===== src/rtl/alu_pkg.sv =====
// Shared ALU command types: operand/opcode widths, command payload and issuer state.
package alu_pkg;

  localparam int unsigned ALU_W = 8;
  localparam int unsigned OP_W  = 4;

  typedef struct packed {
    logic [ALU_W-1:0] a;
    logic [ALU_W-1:0] b;
    logic [OP_W-1:0]  op;
  } alu_cmd_t;

  // Also decoded by the downstream result collector.
  typedef enum logic {
    IDLE = 1'b0,
    BUSY = 1'b1
  } issuer_state_e;

endpackage


===== src/rtl/alu_cmd_fifo.sv =====
// Synchronous FIFO with a separate occupancy counter; pointers wrap naturally.
module alu_cmd_fifo #(
  parameter int unsigned DEPTH = 4,
  parameter int unsigned DW    = 8
) (
  input  logic                    clk,
  input  logic                    rst_n,
  input  logic                    flush,
  input  logic                    push,
  input  logic [DW-1:0]           wdata,
  input  logic                    pop,
  output logic [DW-1:0]           rdata_c,
  output logic [$clog2(DEPTH):0]  count,
  output logic                    full_c,
  output logic                    empty_c
);

  localparam int unsigned PTR_W = $clog2(DEPTH);
  localparam int unsigned CNT_W = PTR_W + 1;

  logic [DW-1:0]    mem_q [DEPTH];
  logic [PTR_W-1:0] wr_ptr_q, wr_ptr_d;
  logic [PTR_W-1:0] rd_ptr_q, rd_ptr_d;
  logic [CNT_W-1:0] count_q, count_d;
  logic             do_push, do_pop;

  assign full_c  = (count_q == CNT_W'(DEPTH));
  assign empty_c = (count_q == '0);
  assign do_push = push && !full_c && !flush;
  assign do_pop  = pop && !empty_c && !flush;
  assign rdata_c = mem_q[rd_ptr_q];
  assign count   = count_q;

  always_comb begin
    wr_ptr_d = wr_ptr_q;
    rd_ptr_d = rd_ptr_q;
    count_d  = count_q;
    if (flush) begin
      wr_ptr_d = '0;
      rd_ptr_d = '0;
      count_d  = '0;
    end else begin
      if (do_push) wr_ptr_d = wr_ptr_q + PTR_W'(1);
      if (do_pop)  rd_ptr_d = rd_ptr_q + PTR_W'(1);
      if (do_push && !do_pop)      count_d = count_q + CNT_W'(1);
      else if (!do_push && do_pop) count_d = count_q - CNT_W'(1);
    end
  end

  always_ff @(posedge clk) begin
    if (!rst_n) begin
      wr_ptr_q <= '0;
      rd_ptr_q <= '0;
      count_q  <= '0;
    end else begin
      wr_ptr_q <= wr_ptr_d;
      rd_ptr_q <= rd_ptr_d;
      count_q  <= count_d;
    end
  end

  // Storage needs no reset: entries are only read once counted in.
  always_ff @(posedge clk) begin
    if (do_push) mem_q[wr_ptr_q] <= wdata;
  end

endmodule


===== src/rtl/alu_cmd_issuer.sv =====
// Buffers ALU commands and issues them one at a time, holding a/b/s/en for ALU_LAT
// cycles, then pulses res_valid with the command's sequence tag.
module alu_cmd_issuer
  import alu_pkg::*;
#(
  parameter int unsigned DEPTH     = 4,
  parameter int unsigned ALU_LAT   = 2,
  parameter logic        EN_ACTIVE = 1'b1,
  parameter int unsigned TAG_W     = 4
) (
  input  logic                    clk,
  input  logic                    rst_n,
  input  logic                    cmd_valid,
  output logic                    cmd_ready,
  input  logic [ALU_W-1:0]        cmd_a,
  input  logic [ALU_W-1:0]        cmd_b,
  input  logic [OP_W-1:0]         cmd_op,
  input  logic                    flush,
  output logic [ALU_W-1:0]        alu_a,
  output logic [ALU_W-1:0]        alu_b,
  output logic [ALU_W-1:0]        alu_s,
  output logic                    alu_en,
  output logic                    busy,
  output logic                    res_valid,
  output logic [TAG_W-1:0]        res_tag,
  output logic [$clog2(DEPTH):0]  fifo_count
);

  localparam int unsigned CNT_W   = $clog2(ALU_LAT + 1);
  localparam int unsigned ENTRY_W = $bits(alu_cmd_t) + TAG_W;

  typedef struct packed {
    alu_cmd_t         cmd;
    logic [TAG_W-1:0] tag;
  } entry_t;

  issuer_state_e    state_q, state_d;
  logic [CNT_W-1:0] cnt_q, cnt_d;
  logic [ALU_W-1:0] alu_a_q, alu_a_d;
  logic [ALU_W-1:0] alu_b_q, alu_b_d;
  logic [ALU_W-1:0] alu_s_q, alu_s_d;
  logic             alu_en_q, alu_en_d;
  logic             busy_q, busy_d;
  logic             res_valid_q, res_valid_d;
  logic [TAG_W-1:0] res_tag_q, res_tag_d;
  logic [TAG_W-1:0] cur_tag_q, cur_tag_d;
  logic [TAG_W-1:0] tag_q, tag_d;

  logic               push_c, pop_c, load_c;
  logic               fifo_full_c, fifo_empty_c;
  entry_t             wr_entry, rd_entry;
  logic [ENTRY_W-1:0] fifo_wdata, fifo_rdata_c;

  // A push during flush is discarded, so it must not consume a tag either.
  assign push_c     = cmd_valid && !fifo_full_c && !flush;
  assign cmd_ready  = !fifo_full_c;

  assign wr_entry.cmd.a  = cmd_a;
  assign wr_entry.cmd.b  = cmd_b;
  assign wr_entry.cmd.op = cmd_op;
  assign wr_entry.tag    = tag_q;
  assign fifo_wdata      = wr_entry;
  assign rd_entry        = fifo_rdata_c;

  alu_cmd_fifo #(
    .DEPTH (DEPTH),
    .DW    (ENTRY_W)
  ) u_fifo (
    .clk     (clk),
    .rst_n   (rst_n),
    .flush   (flush),
    .push    (push_c),
    .wdata   (fifo_wdata),
    .pop     (pop_c),
    .rdata_c (fifo_rdata_c),
    .count   (fifo_count),
    .full_c  (fifo_full_c),
    .empty_c (fifo_empty_c)
  );

  always_comb begin
    state_d     = state_q;
    cnt_d       = cnt_q;
    alu_a_d     = alu_a_q;
    alu_b_d     = alu_b_q;
    alu_s_d     = alu_s_q;
    alu_en_d    = alu_en_q;
    busy_d      = busy_q;
    res_valid_d = 1'b0;
    res_tag_d   = res_tag_q;
    cur_tag_d   = cur_tag_q;
    tag_d       = tag_q;
    pop_c       = 1'b0;
    load_c      = 1'b0;

    if (push_c) tag_d = tag_q + TAG_W'(1);

    if (flush) begin
      state_d  = IDLE;
      alu_en_d = ~EN_ACTIVE;
      busy_d   = 1'b0;
    end else begin
      case (state_q)
        IDLE: begin
          if (!fifo_empty_c) load_c = 1'b1;
        end
        BUSY: begin
          if (cnt_q > CNT_W'(1)) begin
            cnt_d = cnt_q - CNT_W'(1);
          end else begin
            res_valid_d = 1'b1;
            res_tag_d   = cur_tag_q;
            if (!fifo_empty_c) begin
              load_c = 1'b1;
            end else begin
              alu_en_d = ~EN_ACTIVE;
              busy_d   = 1'b0;
              state_d  = IDLE;
            end
          end
        end
        default: state_d = IDLE;
      endcase

      // Issue the FIFO head, either from idle or back-to-back after a result.
      if (load_c) begin
        pop_c     = 1'b1;
        alu_a_d   = rd_entry.cmd.a;
        alu_b_d   = rd_entry.cmd.b;
        alu_s_d   = ALU_W'(rd_entry.cmd.op);
        cur_tag_d = rd_entry.tag;
        alu_en_d  = EN_ACTIVE;
        cnt_d     = CNT_W'(ALU_LAT);
        busy_d    = 1'b1;
        state_d   = BUSY;
      end
    end
  end

  always_ff @(posedge clk) begin
    if (!rst_n) begin
      state_q     <= IDLE;
      cnt_q       <= '0;
      alu_a_q     <= '0;
      alu_b_q     <= '0;
      alu_s_q     <= '0;
      alu_en_q    <= ~EN_ACTIVE;
      busy_q      <= 1'b0;
      res_valid_q <= 1'b0;
      res_tag_q   <= '0;
      cur_tag_q   <= '0;
      tag_q       <= '0;
    end else begin
      state_q     <= state_d;
      cnt_q       <= cnt_d;
      alu_a_q     <= alu_a_d;
      alu_b_q     <= alu_b_d;
      alu_s_q     <= alu_s_d;
      alu_en_q    <= alu_en_d;
      busy_q      <= busy_d;
      res_valid_q <= res_valid_d;
      res_tag_q   <= res_tag_d;
      cur_tag_q   <= cur_tag_d;
      tag_q       <= tag_d;
    end
  end

  assign alu_a     = alu_a_q;
  assign alu_b     = alu_b_q;
  assign alu_s     = alu_s_q;
  assign alu_en    = alu_en_q;
  assign busy      = busy_q;
  assign res_valid = res_valid_q;
  assign res_tag   = res_tag_q;

endmodule

===== config.mk =====
export PLATFORM = sky130hd
export DESIGN_NAME = alu_cmd_issuer
export DESIGN_NICKNAME = d
export VERILOG_FILES = /design/src/rtl/alu_pkg.sv /design/src/rtl/alu_cmd_fifo.sv /design/src/rtl/alu_cmd_issuer.sv
export SDC_FILE = /design/constraint.sdc
export NUM_CORES = 1
export LEC_CHECK = 0
export BUFFER_PORTS_ARGS = -buffer_cell sky130_fd_sc_hd__buf_2
export CELL_PAD_IN_SITES_DETAIL_PLACEMENT = 0
export CELL_PAD_IN_SITES_GLOBAL_PLACEMENT = 1
export CORE_ASPECT_RATIO = 1.75
export CORE_MARGIN = 1
export CORE_UTILIZATION = 43
export DETAILED_ROUTE_END_ITERATION = 8
export HOLD_SLACK_MARGIN = 0.12
export PLACE_DENSITY_LB_ADDON = 0.1
export SLEW_MARGIN = 10
export SYNTH_ARGS = -nofsm -noshare
export SYNTH_HDL_FRONTEND = slang
export SYNTH_SLANG_ARGS = --single-unit

===== constraint.sdc =====
create_clock -name clk -period 3 [get_ports clk]
set_input_delay 0.6 -clock clk [delete_from_list [all_inputs] [get_ports clk]]
set_output_delay 0.6 -clock clk [all_outputs]
set_load 0.05 [all_outputs]

==> After elaboration in Yosys (flattened, before gate mapping) <==
Memory sizes are Yosys's and may differ from the RTL's. A register that Yosys moved wholly into a read port is not among the register bits.
Cells that the tools add are included.
W data, S select, Z words.
{ "word_totals": {"regBits": 20, "mem_bits_rw": 96, "inputBits": 24, "output_inout_bits": 35, "word_cells": 69, "memories": 1} }
{ "memory_table": {"columns": ["memory", "words", "width", "read_ports", "rd_ports_with_merged_regs", "write_ports", "line", "source"], "rows": [
  ["u_fifo.mem_q", 4, 24, 1, 1, 1, "alu_cmd_fifo.sv:21", "logic [DW-1:0] mem_q [DEPTH];"]
]} }
{ "op_classes": {"add_sub_neg": 6, "n_lt_le_gt_ge": 1, "n_eq_ne": 2, "n_mux": 21, "n_bitwise": 4, "n_reduce_logical": 25} }
{ "op_table": {"columns": ["cell", "n"], "rows": [
  ["$mux W1", 15],
  ["$reduce_and A3 Y1", 3],
  ["$logic_and A1 B1 Y1", 8],
  ["$reduce_bool A2 Y1", 4],
  ["$logic_not A1 Y1", 6],
  ["$mux W2", 3],
  ["$mux W3", 2],
  ["$add A2 B1 Y2 const B", 2],
  ["$add A4 B1 Y4 const B", 1],
  ["$not A1 Y1", 4],
  ["$add A3 B1 Y3 const B", 1],
  ["$eq A3 B3 Y1 const B", 1],
  ["$logic_not A3 Y1", 1],
  ["$reduce_or A3 Y1", 1],
  ["$sub A3 B1 Y3 const B", 1],
  ["$gt A2 B1 Y1 const B", 1],
  ["$ne A2 B1 Y1 const B", 1],
  ["$pmux W1 S2", 1],
  ["$reduce_and A2 Y1", 1],
  ["$reduce_or A2 Y1", 1],
  ["$sub A2 B1 Y2 const B", 1]
]} }

==> Longest topological paths before layout <==
{ "logic_depth": {"word_depth": 12, "ltp_mapped": 12, "mapped_depth_nobuf": 10} }

==> By module <==
A second synthesis with hierarchy kept.
{ "unflattened": {"cells_unflattened": 350, "hier_area_um2": 5572.8} }
{ "modules_own_cells": {"columns": ["mod", "instances", "cells_each", "area_each_um2", "seq_area_each_um2"], "rows": [
  ["alu_cmd_fifo", 1, 180, 3975.1, 3062.9],
  ["alu_cmd_issuer", 1, 170, 1597.8, 740.7]
]} }

==> Least setup slack after synthesis <==
No wires, ideal clock.
{ "synth_timing": {"path_kind": "register to register", "startpoint": "register u_fifo.count_q[0] (netlist: u_fifo.count[0])", "endpoint": "register u_fifo.count_q[2] (netlist: u_fifo.count[2])", "setup_time_ps": 71, "arrival_ps": 2539, "required_time_ps": 2929, "path_slack_ps": 390, "path_stages_with_launch": 11, "path_buffers": 2, "period_less_slack_ps": 2610, "cell_sequence": "dfxtp_1 -> or3_1 -> buf_2 -> buf_2 -> nand3_1 -> ha_1 -> inv_1 -> fa_1 -> xor2_1 -> or3_1 -> a21oi_1"} }
{ "synth_between": {"elab_chain_len": 12, "word_cells_on_any_way": 25, "cone_classes": "2 x add/sub; 1 x eq/ne; 8 x mux; 14 x reduce/logical"} }
{ "synth_lines": {"columns": ["item", "line", "source"], "rows": [
  ["start: declaration", "alu_cmd_fifo.sv:24", "logic [CNT_W-1:0] count_q, count_d;"],
  ["start signal: assignment", "alu_cmd_fifo.sv:58", "count_q <= count_d;"],
  ["$logic_not A3 Y1", "alu_cmd_fifo.sv:28", "assign empty_c = (count_q == '0);"],
  ["$mux W1", "alu_cmd_issuer.sv:105, alu_cmd_issuer.sv:113", null],
  ["$mux W1", "alu_cmd_issuer.sv:108", "if (cnt_q > CNT_W'(1)) begin"],
  ["$pmux W1 S2", "alu_cmd_issuer.sv:103", "case (state_q)"],
  ["$mux W1", "alu_cmd_issuer.sv:98", "if (flush) begin"],
  ["$mux W1", "alu_cmd_issuer.sv:126", "if (load_c) begin"],
  ["$mux W1", "alu_cmd_issuer.sv:98", null],
  ["$logic_and A1 B1 Y1 (2 in a row)", "alu_cmd_fifo.sv:30", "assign do_pop = pop && !empty_c && !flush;"],
  ["$logic_not A1 Y1", "alu_cmd_fifo.sv:45", "if (do_push && !do_pop) count_d = count_q + CNT_W'(1);"],
  ["$logic_and A1 B1 Y1", "alu_cmd_fifo.sv:45", null],
  ["$mux W3 or $reduce_bool A2 Y1 (tied branches)", null, null]
]} }
Parallel ways exist; a longest one is shown, timed or not. The select of a mux whose other input is x is not followed.
A chain may end at the register's enable or synchronous reset.

==> Worst setup path in the final report <==
{ "layout_timing": {"startpoint": "register u_fifo.count_q[2] (netlist: u_fifo.count[2])", "endpoint": "output port cmd_ready"} }
{ "layout_between": {"elab_chain_len": 2} }
{ "layout_lines": {"columns": ["item", "line", "source"], "rows": [
  ["$eq A3 B3 Y1", "alu_cmd_fifo.sv:27", "assign full_c = (count_q == CNT_W'(DEPTH));"],
  ["$logic_not A1 Y1", "alu_cmd_issuer.sv:56", "assign cmd_ready = !fifo_full_c;"],
  ["end: declaration", "alu_cmd_issuer.sv:14", "output logic cmd_ready,"]
]} }
Every way passes these cells.

==> results_dict.tcl <==
set metrics [dict create \
    status "complete, no violations" \
    first_global_vias 3283 \
    arrival_ns 1.75 \
    cts_hold_buf 0 \
    syn_to_final_growth_pct 17.29 \
    fin_hold_ws_ns 0.3998 \
    instances_no_fill 599 \
    yosysWarnings 0 \
    cts_buffers 17 \
    synth-edff-count 96 \
    hold_path_class "in -> reg" \
    grt_usage_pct 18.30 \
    ant_nets 0 \
    syn_area_sq_mm 0.005594 \
    hold_violations 0 \
    port_buffers 54 \
    ys.flop_type "edfxtp_1" \
    cts_tree "built" \
    cts_resized 0 \
    die_area_sq_mm 0.01349 \
    path_class "reg -> out" \
    ys_top_cells_by_area "edfxtp_1, dfxtp_1, mux4_1, mux4_2, o31ai_1" \
    power_switching_uw 1125 \
    p_leak_uw 0.002309 \
    detailedRoute.firstPassIterationCount 4 \
    cts_root_buffer "clkbuf_16" \
    drt_iter0_drc 172 \
    maxCapViolations 0 \
    antenna_found_initial 1 \
    pwr-share-comb_pct 8.8 \
    overflow 0 \
    synth_top_cells_by_count "edfxtp_1, dfxtp_1, a21oi_1, o31ai_1, nand4_1" \
    netlist.area_leader.share_pct 51.53 \
    grt_pass1_wl_um 17910 \
    fin_crit_ns 2.345 \
    min_period_over_period_pct 78.18 \
    setup_violations 0 \
    sw_frac_of_total_pct 24.95 \
    gp_congestion 0.7278 \
    placed_cells 566 \
    worstPathCellList "nor3b_2 -> inv_2 -> buf_2" \
    fin_setup_tns_ns 0 \
    postRouteWirelength_um 11340 \
    dp_hpwl_um 6961 \
    clk_latency_ns 0.41 \
    peakVddDrop_mv 0.4099 \
    routed_via_density 5.416 \
    cp.required_ns 2.40 \
    ios 59 \
    drc 0 \
    clkTransAtPathRegs_ns 0.06 \
    syn_inst 360 \
    path_delay_family "simple AND/OR/NAND/NOR gates" \
    multiInputGateArea_sq_mm 0.001615 \
    rows 54 \
    fp.dieH_um 152.9 \
    synth_most_common_cell "edfxtp_1" \
    max_stage_delay_ns 0.48 \
    final_util_pct 52.21 \
    slowest_stage "nor3b_2" \
    async_flop_share_pct 0 \
    synth_cell_types 37 \
    synth_seq_cells 140 \
    htreeDepth 4 \
    clkPwrFrac_pct 43.6 \
    fmax_mhz 426.4 \
    coreArea_sq_mm 0.01257 \
    yosysSeqAreaShare_pct 67.28 \
    nets 449 \
    cts.sinks 140 \
    seqPwrFrac_pct 47.5 \
    drive_gt1_share_pct 25.81 \
    worst-slew-pin-transition_ns 0.7820 \
    grt_max_degree 31 \
    p_per_area_mw_per_mm2 687.5 \
    critical_path_peak_fanout 9 \
    initial_core_util_pct 44.51 \
    p_int_uw 3386 \
    slew_headroom_pct 47.79 \
    preCtsSetupSlack_ns 0.4717 \
    critPathCaptureType "primary output" \
    cp-start-kind "flop" \
    ff_latch_area_sq_mm 0.003764 \
    critical_path_buf_inv_count 2 \
    yosysTopAreaCell "edfxtp_1" \
    post_cts_buffers 0 \
    wl_per_cell_um 18.93 \
    worst_slack_ns 0.6545 \
    fin_skew_ns 0.007414 \
    fp.dieW_um 88.22 \
    cts_max_path_buffers 2 \
    vias 3244 \
    fillCellCount 1102 \
    rsz0062_at_grt "false" \
    slew_viol_final 0 \
    syn_avg_cell_area_sq_um 15.54 \
]
[cell type report]
cell class	count	share of cell area, %
clock buffer	17	6.484
sequential	140	57.36
tap	168	3.204
inverter	9	0.5149
antenna	1	0.03814
clock inverter	15	2.174
timing repair buffer	67	5.606
multi-input combinational	182	24.62
[registers in the layout, summed over array words and instances, names as in the netlist]
register	count
cnt_q	2
u_fifo.mem_q	96
busy	1
alu_b	8
u_fifo.rd_ptr_q	2
u_fifo.count	3
state_q	1
alu_a	8
res_valid	1
res_tag	4
u_fifo.wr_ptr_q	2
tag_q	4
alu_s	4
cur_tag_q	4
[per-stage QoR]
step           total power (uW)  area (sq um)
2_1_floorplan              2478          5605
3_3_place_gp               2580          5991
3_5_place_dp               2586          5991
4_1_cts                    4564          6559
5_1_grt                    4674          6561
6_report                   4511          6561
[cell families after synthesis]
| family | after synthesis | share of synthesized area, % |
|---|---|---|
| AND/OR/NAND/NOR | 65 | 7.180 |
| XOR/XNOR | 2 | 0.3132 |
| buffers and inverters | 41 | 4.048 |
| AO/OA/AOI/OAI | 77 | 8.231 |
| adder cells (fa/ha/maj) | 8 | 1.923 |
| other | 1 | 0.06703 |
| flip-flops | 140 | 67.28 |
| multiplexers | 26 | 10.96 |
[path summary, 6_finish.rpt]
kind	cells past startpoint	end	slack [ns]	start
max	3	cmd_ready	0.65	u_fifo.count[2]
min	1	u_fifo.mem_q[0][20]	0.40	cmd_a[4]
max reg2reg	10	u_fifo.count[2]	0.76	cnt_q[1]
min reg2reg	2	alu_b[6]	0.47	alu_b[6]
[layer usage]
layer | wire length [um] | GRT usage [%] | up-vias
li1 | - | - | 1553
met1 | 4681 | 21.59 | 1612
met2 | 6214 | 31.65 | 69
met3 | 288 | 4.266 | 10
met4 | 155 | 6.912 | 0
met5 | 0 | 0 | -
[placed cells by master, fill, tap and decap left out, types with 3 or more instances in the layout]
| cell | netlist | final |
|---|---|---|
| nor2_1 | 3 | 3 |
| nand4_1 | 28 | 28 |
| nand2_1 | 4 | 4 |
| and3_1 | 4 | 4 |
| o21ai_0 | 8 | 8 |
| clkinv_4 | 0 | 7 |
| conb_1 | 1 | 4 |
| nand2b_1 | 3 | 3 |
| mux4_1 | 14 | 14 |
| ha_1 | 7 | 7 |
| o31ai_1 | 30 | 30 |
| edfxtp_1 | 96 | 96 |
| buf_4 | 5 | 13 |
| mux4_2 | 10 | 10 |
| a21oi_1 | 39 | 39 |
| or4_1 | 3 | 3 |
| clkbuf_16 | 0 | 17 |
| clkinv_1 | 1 | 3 |
| dfxtp_1 | 44 | 44 |
| or3_1 | 3 | 3 |
| nand3_1 | 7 | 7 |
| buf_2 | 12 | 54 |
| inv_1 | 6 | 6 |
[power groups by stage]
stage                     registers, uW  logic, uW  clock network [uW]
after CTS                          2140        402                2020
after detailed placement           2190        401                   0
final                              2140        398                1970
after floorplan                    2250        226                   0
after global placement             2180        396                   0
after global routing               2150        429                2100
[worst register-to-register path, cell delays in order, from the launching register on]
cell and delay [ns]:
dfxtp_1 0.39, inv_1 0.07, ha_1 0.21, nand3b_1 0.19, nand3_1 0.11, ha_1 0.18, inv_1 0.06, fa_1 0.37
xor2_1 0.16, or3_1 0.30, a21oi_1 0.13
Note: power is estimated with default switching activity, not from simulation.
